--- config.mk ---
export PLATFORM = sky130hd
export DESIGN_NAME = lcd_bus_writer
export DESIGN_NICKNAME = d
export VERILOG_FILES = /design/src/rtl/lcd_bus_writer.sv
export SDC_FILE = /design/constraint.sdc
export NUM_CORES = 1
export LEC_CHECK = 0
export CORE_MARGIN = 2
export CORE_UTILIZATION = 30
export CTS_CLUSTER_DIAMETER = 100
export DETAILED_ROUTE_END_ITERATION = 7
export PLACE_DENSITY = 0.48
export SYNTH_ARGS = -nofsm -noshare
export SYNTH_HDL_FRONTEND = slang
export SYNTH_SLANG_ARGS = --single-unit
export TNS_END_PERCENT = 5
--- constraint.sdc ---
create_clock -name clk -period 6.4 [get_ports clk]
set_clock_uncertainty 0.05 [all_clocks]
set_input_delay 0.64 -clock clk [delete_from_list [all_inputs] [get_ports clk]]
set_output_delay 0.64 -clock clk [all_outputs]
set_load 0.01 [all_outputs]
--- src/rtl/lcd_bus_writer.sv ---
// 8080-style parallel LCD writer: runs the panel hardware-reset sequence, then
// drains a show-ahead command FIFO one word per write strobe.
module lcd_bus_writer #(
    parameter int WR_LOW_CYC   = 2,
    parameter int WR_HIGH_CYC  = 2,
    parameter int RST_LOW_CYC  = 500000,
    parameter int RST_WAIT_CYC = 6000000
) (
    input  logic        clk,
    input  logic        rst_n,
    input  logic        rempty,
    input  logic [16:0] rdata,
    output logic        rinc,
    output logic        lcd_rst_n,
    output logic        lcd_cs_n,
    output logic        lcd_rs,
    output logic        lcd_wr_n,
    output logic        lcd_rd_n,
    output logic [15:0] lcd_db,
    output logic        lcd_ready,
    output logic        busy
);

    typedef enum logic [2:0] {
        RST_LO,
        RST_WAIT,
        IDLE,
        WR_LO,
        WR_HI
    } state_t;

    localparam logic [23:0] RST_LO_LAST   = 24'(RST_LOW_CYC - 1);
    localparam logic [23:0] RST_WAIT_LAST = 24'(RST_WAIT_CYC - 1);
    localparam logic [23:0] WR_LO_LAST    = 24'(WR_LOW_CYC - 1);
    localparam logic [23:0] WR_HI_LAST    = 24'(WR_HIGH_CYC - 1);

    state_t      state;
    logic [23:0] cnt;

    // The pop is taken in the same cycle the word is latched onto the bus.
    assign rinc     = rst_n && (state == IDLE) && !rempty;
    assign busy     = (state != IDLE);
    assign lcd_rd_n = 1'b1;

    always_ff @(posedge clk) begin
        if (!rst_n) begin
            state     <= RST_LO;
            cnt       <= '0;
            lcd_rst_n <= 1'b0;
            lcd_cs_n  <= 1'b1;
            lcd_wr_n  <= 1'b1;
            lcd_rs    <= 1'b0;
            lcd_db    <= '0;
            lcd_ready <= 1'b0;
        end else begin
            case (state)
                RST_LO: begin
                    if (cnt == RST_LO_LAST) begin
                        state     <= RST_WAIT;
                        cnt       <= '0;
                        lcd_rst_n <= 1'b1;
                    end else begin
                        cnt <= cnt + 24'd1;
                    end
                end
                RST_WAIT: begin
                    if (cnt == RST_WAIT_LAST) begin
                        state     <= IDLE;
                        cnt       <= '0;
                        lcd_ready <= 1'b1;
                    end else begin
                        cnt <= cnt + 24'd1;
                    end
                end
                IDLE: begin
                    if (!rempty) begin
                        state    <= WR_LO;
                        cnt      <= '0;
                        lcd_rs   <= rdata[16];
                        lcd_db   <= rdata[15:0];
                        lcd_cs_n <= 1'b0;
                        lcd_wr_n <= 1'b0;
                    end
                end
                WR_LO: begin
                    if (cnt == WR_LO_LAST) begin
                        state    <= WR_HI;
                        cnt      <= '0;
                        lcd_wr_n <= 1'b1;
                    end else begin
                        cnt <= cnt + 24'd1;
                    end
                end
                WR_HI: begin
                    if (cnt == WR_HI_LAST) begin
                        state    <= IDLE;
                        cnt      <= '0;
                        lcd_cs_n <= 1'b1;
                    end else begin
                        cnt <= cnt + 24'd1;
                    end
                end
                default: begin
                    state <= RST_LO;
                    cnt   <= '0;
                end
            endcase
        end
    end

endmodule
==> results of run 1 <==
-- worst register-to-register path, stage by stage (launching register included) --
cell and delay [ns]:
sky130_fd_sc_hd__dfxtp_1 0.43, sky130_fd_sc_hd__ha_1 0.25, sky130_fd_sc_hd__nand3_1 0.24, sky130_fd_sc_hd__or2_1 0.34, sky130_fd_sc_hd__o31ai_4 0.33, sky130_fd_sc_hd__nand3_2 0.55
sky130_fd_sc_hd__nand3b_1 0.30, sky130_fd_sc_hd__a31oi_1 0.11
-- flip-flops by register name, indices dropped and copies added, names as in the netlist --
| name | flops |
|---|---|
| cnt | 24 |
| lcd_wr_n | 1 |
| lcd_rst_n | 1 |
| lcd_cs_n | 1 |
| lcd_db | 16 |
| state | 3 |
| lcd_rs | 1 |
| lcd_ready | 1 |
-- logic make-up after synthesis --
logic type	Yosys count	share of synthesized area, %
xor+xnor	4	1.43
other cells	1	0.153
simple gates	179	37.7
flops	48	39.1
buf+inv	19	3.82
fa+ha+maj	2	1.02
compound gates	65	16.8
-- area by class of cell --
cell class / count / area (µm²)
Sequential cell: 48 / 961
Inverter: 2 / 7.51
Clock buffer: 5 / 68.8
Clock inverter: 1 / 30.0
Timing Repair Buffer: 44 / 435
Tap cell: 102 / 128
Fill cell: 848 / 4820
Multi-Input combinational cell: 251 / 1400
-- cells in the final DEF, fill, tap and decap left out, drive strengths merged, types with 8 or more instances in the layout --
| master | n |
|---|---|
| clkdlybuf4s50 | 42 |
| nor3 | 11 |
| nor2 | 23 |
| nand3 | 22 |
| a31oi | 15 |
| dfxtp | 48 |
| a21oi | 27 |
| and3 | 11 |
| o21ai | 10 |
| nand4 | 8 |
| nand2 | 70 |
-- power breakdown --
group / internal (mW) / switching (mW) / leakage (nW)
logic: 0.0258 / 0.0328 / 0.583
clock network: 0.112 / 0.0996 / 0.0501
registers: 0.303 / 0.00805 / 0.387
-- final timing paths --
check	to	start	slack (ns)
worst max-delay path	rinc	rempty	3.21
worst min-delay path	lcd_rs$_SDFFE_PN0P_	lcd_rs$_SDFFE_PN0P_	0.41
worst max register to register	cnt[16]$_SDFFE_PN0P_	cnt[0]$_SDFFE_PN0P_	3.67
worst min register to register	lcd_rs$_SDFFE_PN0P_	lcd_rs$_SDFFE_PN0P_	0.41
-- layer usage --
| layer | global-route usage [%] | vias up |
|---|---|---|
| met3 | 2.87 | 6 |
| met2 | 23.3 | 57 |
| met5 | 0 | - |
| met4 | 3.02 | 0 |
| met1 | 19.4 | 1042 |
| li1 | - | 1195 |
==> impl_metrics.json, run 1 <==
{
  "power.ir.vdd_worst_mv": 0.0793,
  "clk_transition_reported_paths_ns": 0.09,
  "worst_path_class_setup": "input port to primary output",
  "antenna_found_initial": 0,
  "fin_nets": 374,
  "final_area_um2": 3030,
  "cts_buffers": 5,
  "buf_inv_on_cp": 2,
  "period_minus_slack_ns": 3.19,
  "netlist.top_cell.by_area": "sky130_fd_sc_hd__dfxtp_1",
  "leakage_nw": 1.02,
  "timing.hold.ws_ns": 0.409,
  "initial_core_util_pct": 31.3,
  "io_buffer_count": 42,
  "diodes": 0,
  "maxCapViolations": 0,
  "timing.final.max_slew_violations": 0,
  "fp.dieH_um": 94.5,
  "wirelength_met1_um": 3030,
  "wl_um": 6290,
  "maximum_fanout_along_the_worst_path": 19,
  "syn-cell-area_um2": 2450,
  "final_min_period_over_clock_period_pct": 49.8,
  "vias_per_cell": 5.08,
  "holdCritPathClass": "flop to flop",
  "worst-slew-pin-transition_ns": 1.02,
  "grt_pass1_vias": 2096,
  "crit_path_start_kind": "input port",
  "grt_setup_unrepaired": "false",
  "cts.htree.levels": 2,
  "grt_pass1_wl_um": 10200,
  "hold-path-cell-count": 2,
  "ios": 44,
  "core_area_um2": 7850,
  "layout.cells.non_filler": 453,
  "post_drt_wl_per_cell_um": 13.9,
  "placement.cell_area_um2": 2930,
  "cts_hold_buf": 0,
  "crit_top_cell": "sky130_fd_sc_hd__clkdlybuf4s50_1",
  "ys_seq_area_share_pct": 39.1,
  "timing_hold_violations_final": 0,
  "layout-area-overhead-vs-synth_pct": 23.4,
  "maxSlewHeadroom_pct": 32.1,
  "power.density_nw_per_um2": 192,
  "met3_length_um": 377,
  "critical_path_arrival_ns": 2.50,
  "worst_r2r_path_depth": 7,
  "setup.worst_path.end_class": "primary output",
  "synthTopCellsByCount": "sky130_fd_sc_hd__nand2_1 (70), sky130_fd_sc_hd__dfxtp_1 (48), sky130_fd_sc_hd__a21oi_1 (27)",
  "cts-root-to-sink-buffers": 2,
  "dr.max_layer_used": "met4",
  "post_synth_num_cell_types": 47,
  "clock_insertion_delay_worst_skew_ns": 0.30,
  "critPathMaxStageDelay_ns": 0.65,
  "ys_async_sr_fraction_pct": 0,
  "run_status": "finished, final reports clean",
  "globalRoute.totalOverflow": 0,
  "synth.net_count": 340,
  "cpMaxStageDelayCell": "sky130_fd_sc_hd__or3_1",
  "synthDominantCellAreaShare_pct": 39.1,
  "layout_setup_ws_ns": 3.21,
  "place.gp.congestion": 0.817,
  "ys.warnings.count": 0,
  "critical_path_cell_count": 4,
  "worst_ep_required_time_ns": 5.71,
  "clk_root_buffer_cell": "sky130_fd_sc_hd__clkbuf_8",
  "clock-sinks": 48,
  "p_total_uw": 582,
  "synth-seq-cells": 48,
  "postSynthAreaPerCell_um2": 7.72,
  "post_synth_main_area_contributors": "sky130_fd_sc_hd__dfxtp_1 (39%), sky130_fd_sc_hd__nand2_1 (11%), sky130_fd_sc_hd__a21oi_1 (5.5%), sky130_fd_sc_hd__nand3_1 (4.3%), sky130_fd_sc_hd__a31oi_1 (3.8%)",
  "route.detailed.drc": 0,
  "route.met2.wl_um": 2840,
  "cts_tree": "yes",
  "synth_most_common_cell": "sky130_fd_sc_hd__nand2_1",
  "highest_attainable_clock_frequency_mhz": 314,
  "largest_net_degree_at_the_start_of_global_routing": 42,
  "width_of_the_chip_um": 94.5,
  "cts_repair_resize_count": 0,
  "final.setup.tns_ns": 0,
  "synth_edf_count": 0,
  "drt_iter0_markers": 128,
  "global_route.usage.total_pct": 14.2,
  "die-area_um2": 8920,
  "core.rowCount": 32,
  "layout-drive-gt1-share_pct": 5.41,
  "post-cts-setup-buffers": 0,
  "pre_cts_ws_ns": 3.19,
  "placedCellCount": 447,
  "hpwl_um": 4370,
  "vias": 2300,
  "yosys_most_used_dff": "sky130_fd_sc_hd__dfxtp_1",
  "critical_path.top_delay_family": "buffers and inverters",
  "drt_pre_antenna_iters": 4,
  "setup-violations-final": 0,
  "synth_cells": 318,
  "ant_nets": 0,
  "postLayoutCoreUtil_pct": 38.6,
  "timing.critical_path.cells": "clkdlybuf4s50_1 -> or3_1 -> nor2_1 -> clkdlybuf4s50_1"
}
(Power assumes the default switching activity.)
==> run 2, diff against run 1 <==
--- a/config.mk
+++ b/config.mk
@@ -9,7 +9,7 @@
 export CORE_UTILIZATION = 30
 export CTS_CLUSTER_DIAMETER = 100
 export DETAILED_ROUTE_END_ITERATION = 7
-export PLACE_DENSITY = 0.48
+export PLACE_DENSITY = 0.49
 export SYNTH_ARGS = -nofsm -noshare
 export SYNTH_HDL_FRONTEND = slang
 export SYNTH_SLANG_ARGS = --single-unit
==> constraint.sdc (replaced) <==
create_clock -name clk -period 2.64 [get_ports clk]
set_clock_uncertainty 0.05 [all_clocks]
set_input_delay 0.264 -clock clk [delete_from_list [all_inputs] [get_ports clk]]
set_output_delay 0.264 -clock clk [all_outputs]
set_load 0.01 [all_outputs]
==> impl_metrics.json, run 2 (synthesis results as in run 1) <==
{
  "antenna_found_initial": 0,
  "setup.worst_path.end_class": "primary output",
  "timing.final.max_slew_violations": 0,
  "critical_path.top_delay_family": "simple AND/OR/NAND/NOR gates",
  "setup-violations-final": 0,
  "vias_per_cell": 5.06,
  "cts_buffers": 5,
  "global_route.usage.total_pct": 14.8,
  "timing.hold.ws_ns": 0.404,
  "worst_ep_required_time_ns": 2.33,
  "route.detailed.drc": 0,
  "width_of_the_chip_um": 94.5,
  "highest_attainable_clock_frequency_mhz": 431,
  "power.ir.vdd_worst_mv": 0.167,
  "seq_area_um2": 961,
  "clk_transition_reported_paths_ns": 0.08,
  "critical_path_cell_count": 4,
  "maximum_fanout_along_the_worst_path": 10,
  "critPathMaxStageDelay_ns": 0.57,
  "initial_core_util_pct": 31.3,
  "drt_iter0_markers": 64,
  "route.met2.wl_um": 2840,
  "drt_pre_antenna_iters": 4,
  "wirelength_met1_um": 3180,
  "holdCritPathClass": "flop to flop",
  "largest_register_ffs": 24,
  "vias": 2334,
  "core.rowCount": 32,
  "clk_root_buffer_cell": "sky130_fd_sc_hd__clkbuf_8",
  "clock_insertion_delay_worst_skew_ns": 0.30,
  "period_minus_slack_ns": 2.32,
  "timing.critical_path.cells": "nand2b_1 -> or3_1 -> nor2_1 -> clkdlybuf4s50_1",
  "post-cts-setup-buffers": 0,
  "maxCapViolations": 0,
  "hold_path.startpoint": "lcd_db[11]$_SDFFE_PN0P_",
  "diodes": 0,
  "leakage_nw": 1.04,
  "reg2reg_from": "cnt[0]$_SDFFE_PN0P_",
  "critical_path_arrival_ns": 2.01,
  "run_status": "finished, final reports clean",
  "place.gp.congestion": 0.839,
  "worstSetupEndpoint": "rinc",
  "leading_cell_types_in_the_layout_fill_and_taps_excluded": "sky130_fd_sc_hd__nand2_1 (70), sky130_fd_sc_hd__dfxtp_1 (48), sky130_fd_sc_hd__clkdlybuf4s50_1 (42), sky130_fd_sc_hd__a21oi_1 (27), sky130_fd_sc_hd__nor2_1 (23)",
  "core_area_um2": 7850,
  "final.setup.tns_ns": 0,
  "cts_repair_resize_count": 0,
  "layout_top_registers": "cnt x24, lcd_db x16, state x3",
  "reg2reg_to": "cnt[14]$_SDFFE_PN0P_",
  "timing_hold_violations_final": 0,
  "timing.critical_path.from": "state[1]$_SDFFE_PN0P_",
  "largest_register_by_flop_count": "cnt",
  "fin_nets": 381,
  "placement.cell_area_um2": 2980,
  "ios": 44,
  "globalRoute.totalOverflow": 0,
  "hpwl_um": 4620,
  "fp.dieH_um": 94.5,
  "layout-drive-gt1-share_pct": 7.24,
  "met3_length_um": 363,
  "worst_path_class_setup": "flop to primary output",
  "cts-root-to-sink-buffers": 2,
  "die-area_um2": 8920,
  "cts_hold_buf": 0,
  "layout-area-overhead-vs-synth_pct": 24.7,
  "p_total_mw": 1.32,
  "clock-sinks": 48,
  "dr.max_layer_used": "met4",
  "combined_area_of_the_multi_input_logic_cells_um2": 1400,
  "io_buffer_count": 42,
  "register_to_register_setup_slack_ns": 0.39,
  "cts.htree.levels": 2,
  "grt_pass1_vias": 2143,
  "ant_nets": 0,
  "cts_tree": "yes",
  "post_drt_wl_per_cell_um": 14.0,
  "final_min_period_over_clock_period_pct": 87.9,
  "largest_net_degree_at_the_start_of_global_routing": 40,
  "power.density_nw_per_um2": 433,
  "wl_um": 6450,
  "grt_setup_unrepaired": "false",
  "buf_inv_on_cp": 1,
  "crit_path_start_kind": "flop",
  "cpMaxStageDelayCell": "sky130_fd_sc_hd__clkdlybuf4s50_1",
  "grt_pass1_wl_um": 10600,
  "final_area_um2": 3060,
  "nFillCells": 832,
  "worst_r2r_path_depth": 8,
  "layout_commonest_cell": "sky130_fd_sc_hd__nand2_1"
}
[run 2: report_power, final]
group | total (mW) | switching (mW) | internal, mW
Sequential | 0.754 | 0.0191 | 0.735
Clock | 0.419 | 0.238 | 0.181
Combinational | 0.152 | 0.0826 | 0.0690
Total | 1.32 | 0.340 | 0.985
[run 2: metal layers]
layer	global-route usage [%]	vias to the layer above
li1	-	1210
met5	0	-
met4	3.86	0
met2	24.5	51
met3	3.19	7
met1	19.7	1066
[run 2: worst min path at each step]
stage,end,cells after the start
after CTS,lcd_db[2]$_SDFFE_PN0P_,2
after global routing,lcd_db[5]$_SDFFE_PN0P_,2
final,lcd_db[11]$_SDFFE_PN0P_,2
after global placement,lcd_db[13]$_SDFFE_PN0P_,2
after floorplan,lcd_db[0]$_SDFFE_PN0P_,2
after detailed placement,lcd_db[2]$_SDFFE_PN0P_,2
[run 2: worst reg2reg max path, delay by kind of cell, from the launching register on]
family,cells,cell delay (ns)
fa+ha+maj,1,0.24
simple gates,4,0.76
compound gates,2,0.39
flops,1,0.42
buf+inv,1,0.27
[run 2: area by class of cell]
type / count / area share, %
Clock buffer: 6 / 2.37
Clock inverter: 1 / 0.163
Inverter: 2 / 0.245
Multi-Input combinational cell: 251 / 45.7
Sequential cell: 48 / 31.4
Tap cell: 102 / 4.17
Timing Repair Buffer: 51 / 15.9
[run 2: through the flow]
step	utilization [%]	std cells	setup WS, ns
floorplan	-	318	0.595
global placement	38.0	454	0.427
detailed placement	38.0	454	0.388
CTS	39.0	461	0.310
global route	39.0	461	0.211
finish	39.0	461	0.321
==> run 3, diff against run 2 <==
--- a/config.mk
+++ b/config.mk
@@ -6,10 +6,10 @@
 export NUM_CORES = 1
 export LEC_CHECK = 0
 export CORE_MARGIN = 2
-export CORE_UTILIZATION = 30
+export CORE_UTILIZATION = 45
 export CTS_CLUSTER_DIAMETER = 100
 export DETAILED_ROUTE_END_ITERATION = 7
-export PLACE_DENSITY = 0.49
+export PLACE_DENSITY = 0.7
 export SYNTH_ARGS = -nofsm -noshare
 export SYNTH_HDL_FRONTEND = slang
 export SYNTH_SLANG_ARGS = --single-unit
==> impl_metrics.json, run 3 (synthesis results as in run 1) <==
{
  "timing.final.max_slew_violations": 0,
  "cpMaxStageDelayCell": "sky130_fd_sc_hd__dfxtp_1",
  "place.gp.congestion": 0.884,
  "crit_path_start_kind": "flop",
  "cts_tree": "yes",
  "wl_um": 6010,
  "grt_pass1_vias": 2233,
  "fin_nets": 378,
  "die-area_um2": 6060,
  "final.setup.tns_ns": 0,
  "diodes": 0,
  "setup.worst_path.end_class": "flop",
  "power.density_nw_per_um2": 441,
  "largest_net_degree_at_the_start_of_global_routing": 39,
  "placedCellCount": 419,
  "largest_register_ffs": 24,
  "buf_inv_on_cp": 1,
  "cts_buffers": 5,
  "layout_commonest_cell": "sky130_fd_sc_hd__nand2_1",
  "core_area_um2": 5170,
  "io_buffer_count": 42,
  "timing_hold_violations_final": 0,
  "grt_setup_unrepaired": "false",
  "drt_iter0_markers": 201,
  "clk_transition_reported_paths_ns": 0.09,
  "globalRoute.totalOverflow": 0,
  "critical_path.top_delay_family": "simple AND/OR/NAND/NOR gates",
  "maximum_fanout_along_the_worst_path": 31,
  "critical_path_arrival_ns": 2.45,
  "p_total_mw": 1.32,
  "cts_repair_resize_count": 0,
  "width_of_the_chip_um": 77.9,
  "nFillCells": 468,
  "clk_root_buffer_cell": "sky130_fd_sc_hd__clkbuf_8",
  "largest_register_by_flop_count": "cnt",
  "run_status": "finished, final reports clean",
  "leakage_nw": 1.03,
  "timing.critical_path.cells": "ha_1 -> nand3_1 -> or2_1 -> o31ai_4 -> nand3_2 -> buf_4 -> or3b_1 -> a31oi_1",
  "worst_path_class_setup": "flop to flop",
  "final_min_period_over_clock_period_pct": 88.4,
  "holdCritPathClass": "flop to flop",
  "ant_nets": 0,
  "setup-violations-final": 0,
  "critPathMaxStageDelay_ns": 0.43,
  "layout-area-overhead-vs-synth_pct": 22.3,
  "drt_pre_antenna_iters": 4,
  "clock-sinks": 48,
  "core.rowCount": 26,
  "clock_insertion_delay_worst_skew_ns": 0.30,
  "layout_top_registers": "cnt x24, lcd_db x16, state x3",
  "fp.dieH_um": 77.9,
  "initial_core_util_pct": 47.5,
  "vias_per_cell": 5.56,
  "maxCapViolations": 0,
  "cts-root-to-sink-buffers": 2,
  "vias": 2370,
  "timing.hold.ws_ns": 0.406,
  "highest_attainable_clock_frequency_mhz": 429,
  "leading_cell_types_in_the_layout_fill_and_taps_excluded": "sky130_fd_sc_hd__nand2_1 (70), sky130_fd_sc_hd__dfxtp_1 (48), sky130_fd_sc_hd__clkdlybuf4s50_1 (42), sky130_fd_sc_hd__a21oi_1 (27), sky130_fd_sc_hd__nor2_1 (23)",
  "hpwl_um": 4240,
  "layout.cells.non_filler": 426,
  "cts_hold_buf": 0,
  "worst_ep_required_time_ns": 2.76,
  "post_drt_wl_per_cell_um": 14.1,
  "cts.htree.levels": 2,
  "layout-drive-gt1-share_pct": 6.74,
  "power.ir.vdd_worst_mv": 0.248,
  "period_minus_slack_ns": 2.33,
  "global_route.usage.total_pct": 21.2,
  "post-cts-setup-buffers": 0,
  "antenna_found_initial": 0,
  "ios": 44,
  "route.detailed.drc": 0,
  "grt_pass1_wl_um": 10600
}
-- run 3: worst paths after layout --
kind | start | to | slack [ns] | cells past startpoint
min | lcd_db[13]$_SDFFE_PN0P_ | lcd_db[13]$_SDFFE_PN0P_ | 0.41 | 2
max | cnt[0]$_SDFFE_PN0P_ | cnt[17]$_SDFFE_PN0P_ | 0.31 | 8
min reg2reg | lcd_db[13]$_SDFFE_PN0P_ | lcd_db[13]$_SDFFE_PN0P_ | 0.41 | 2
max reg2reg | cnt[0]$_SDFFE_PN0P_ | cnt[17]$_SDFFE_PN0P_ | 0.31 | 8
-- run 3: where the power goes --
group | internal, mW | switching, mW
clock | 0.180 | 0.245
sequential | 0.735 | 0.0192
combinational | 0.0662 | 0.0793
-- run 3: metrics by stage --
stage / setup slack, ns / utilization [%] / area (µm²)
after CTS: 0.310 / 58.1 / 3000
after floorplan: 0.595 / - / 2450
after global routing: 0.115 / 58.1 / 3000
after detailed placement: 0.339 / 56.5 / 2920
final: 0.307 / 58.1 / 3000
after global placement: 0.434 / 56.5 / 2920
-- run 3: tightest hold or removal path, cell delays in order (launching register included) --
cell and delay [ns]:
sky130_fd_sc_hd__dfxtp_1 0.31, sky130_fd_sc_hd__nand2_1 0.05, sky130_fd_sc_hd__a21oi_1 0.05
-- run 3: metal layers --
metal | GRT usage [%] | vias up | share of wire (%)
met4 | 6.79 | 0 | 1.5
met1 | 30.1 | 1080 | 48
li1 | - | 1207 | -
met5 | 0 | - | 0
met2 | 32.2 | 74 | 46
met3 | 4.30 | 9 | 5.2
-- run 3: area by class of cell --
type / instances / area [µm²] / area share [%]
Clock buffer: 5 / 68.8 / 2.29
Clock inverter: 2 / 12.5 / 0.417
Inverter: 2 / 7.51 / 0.250
Multi-Input combinational cell: 251 / 1400 / 46.6
Sequential cell: 48 / 961 / 32.0
Tap cell: 70 / 87.6 / 2.92
Timing Repair Buffer: 48 / 465 / 15.5
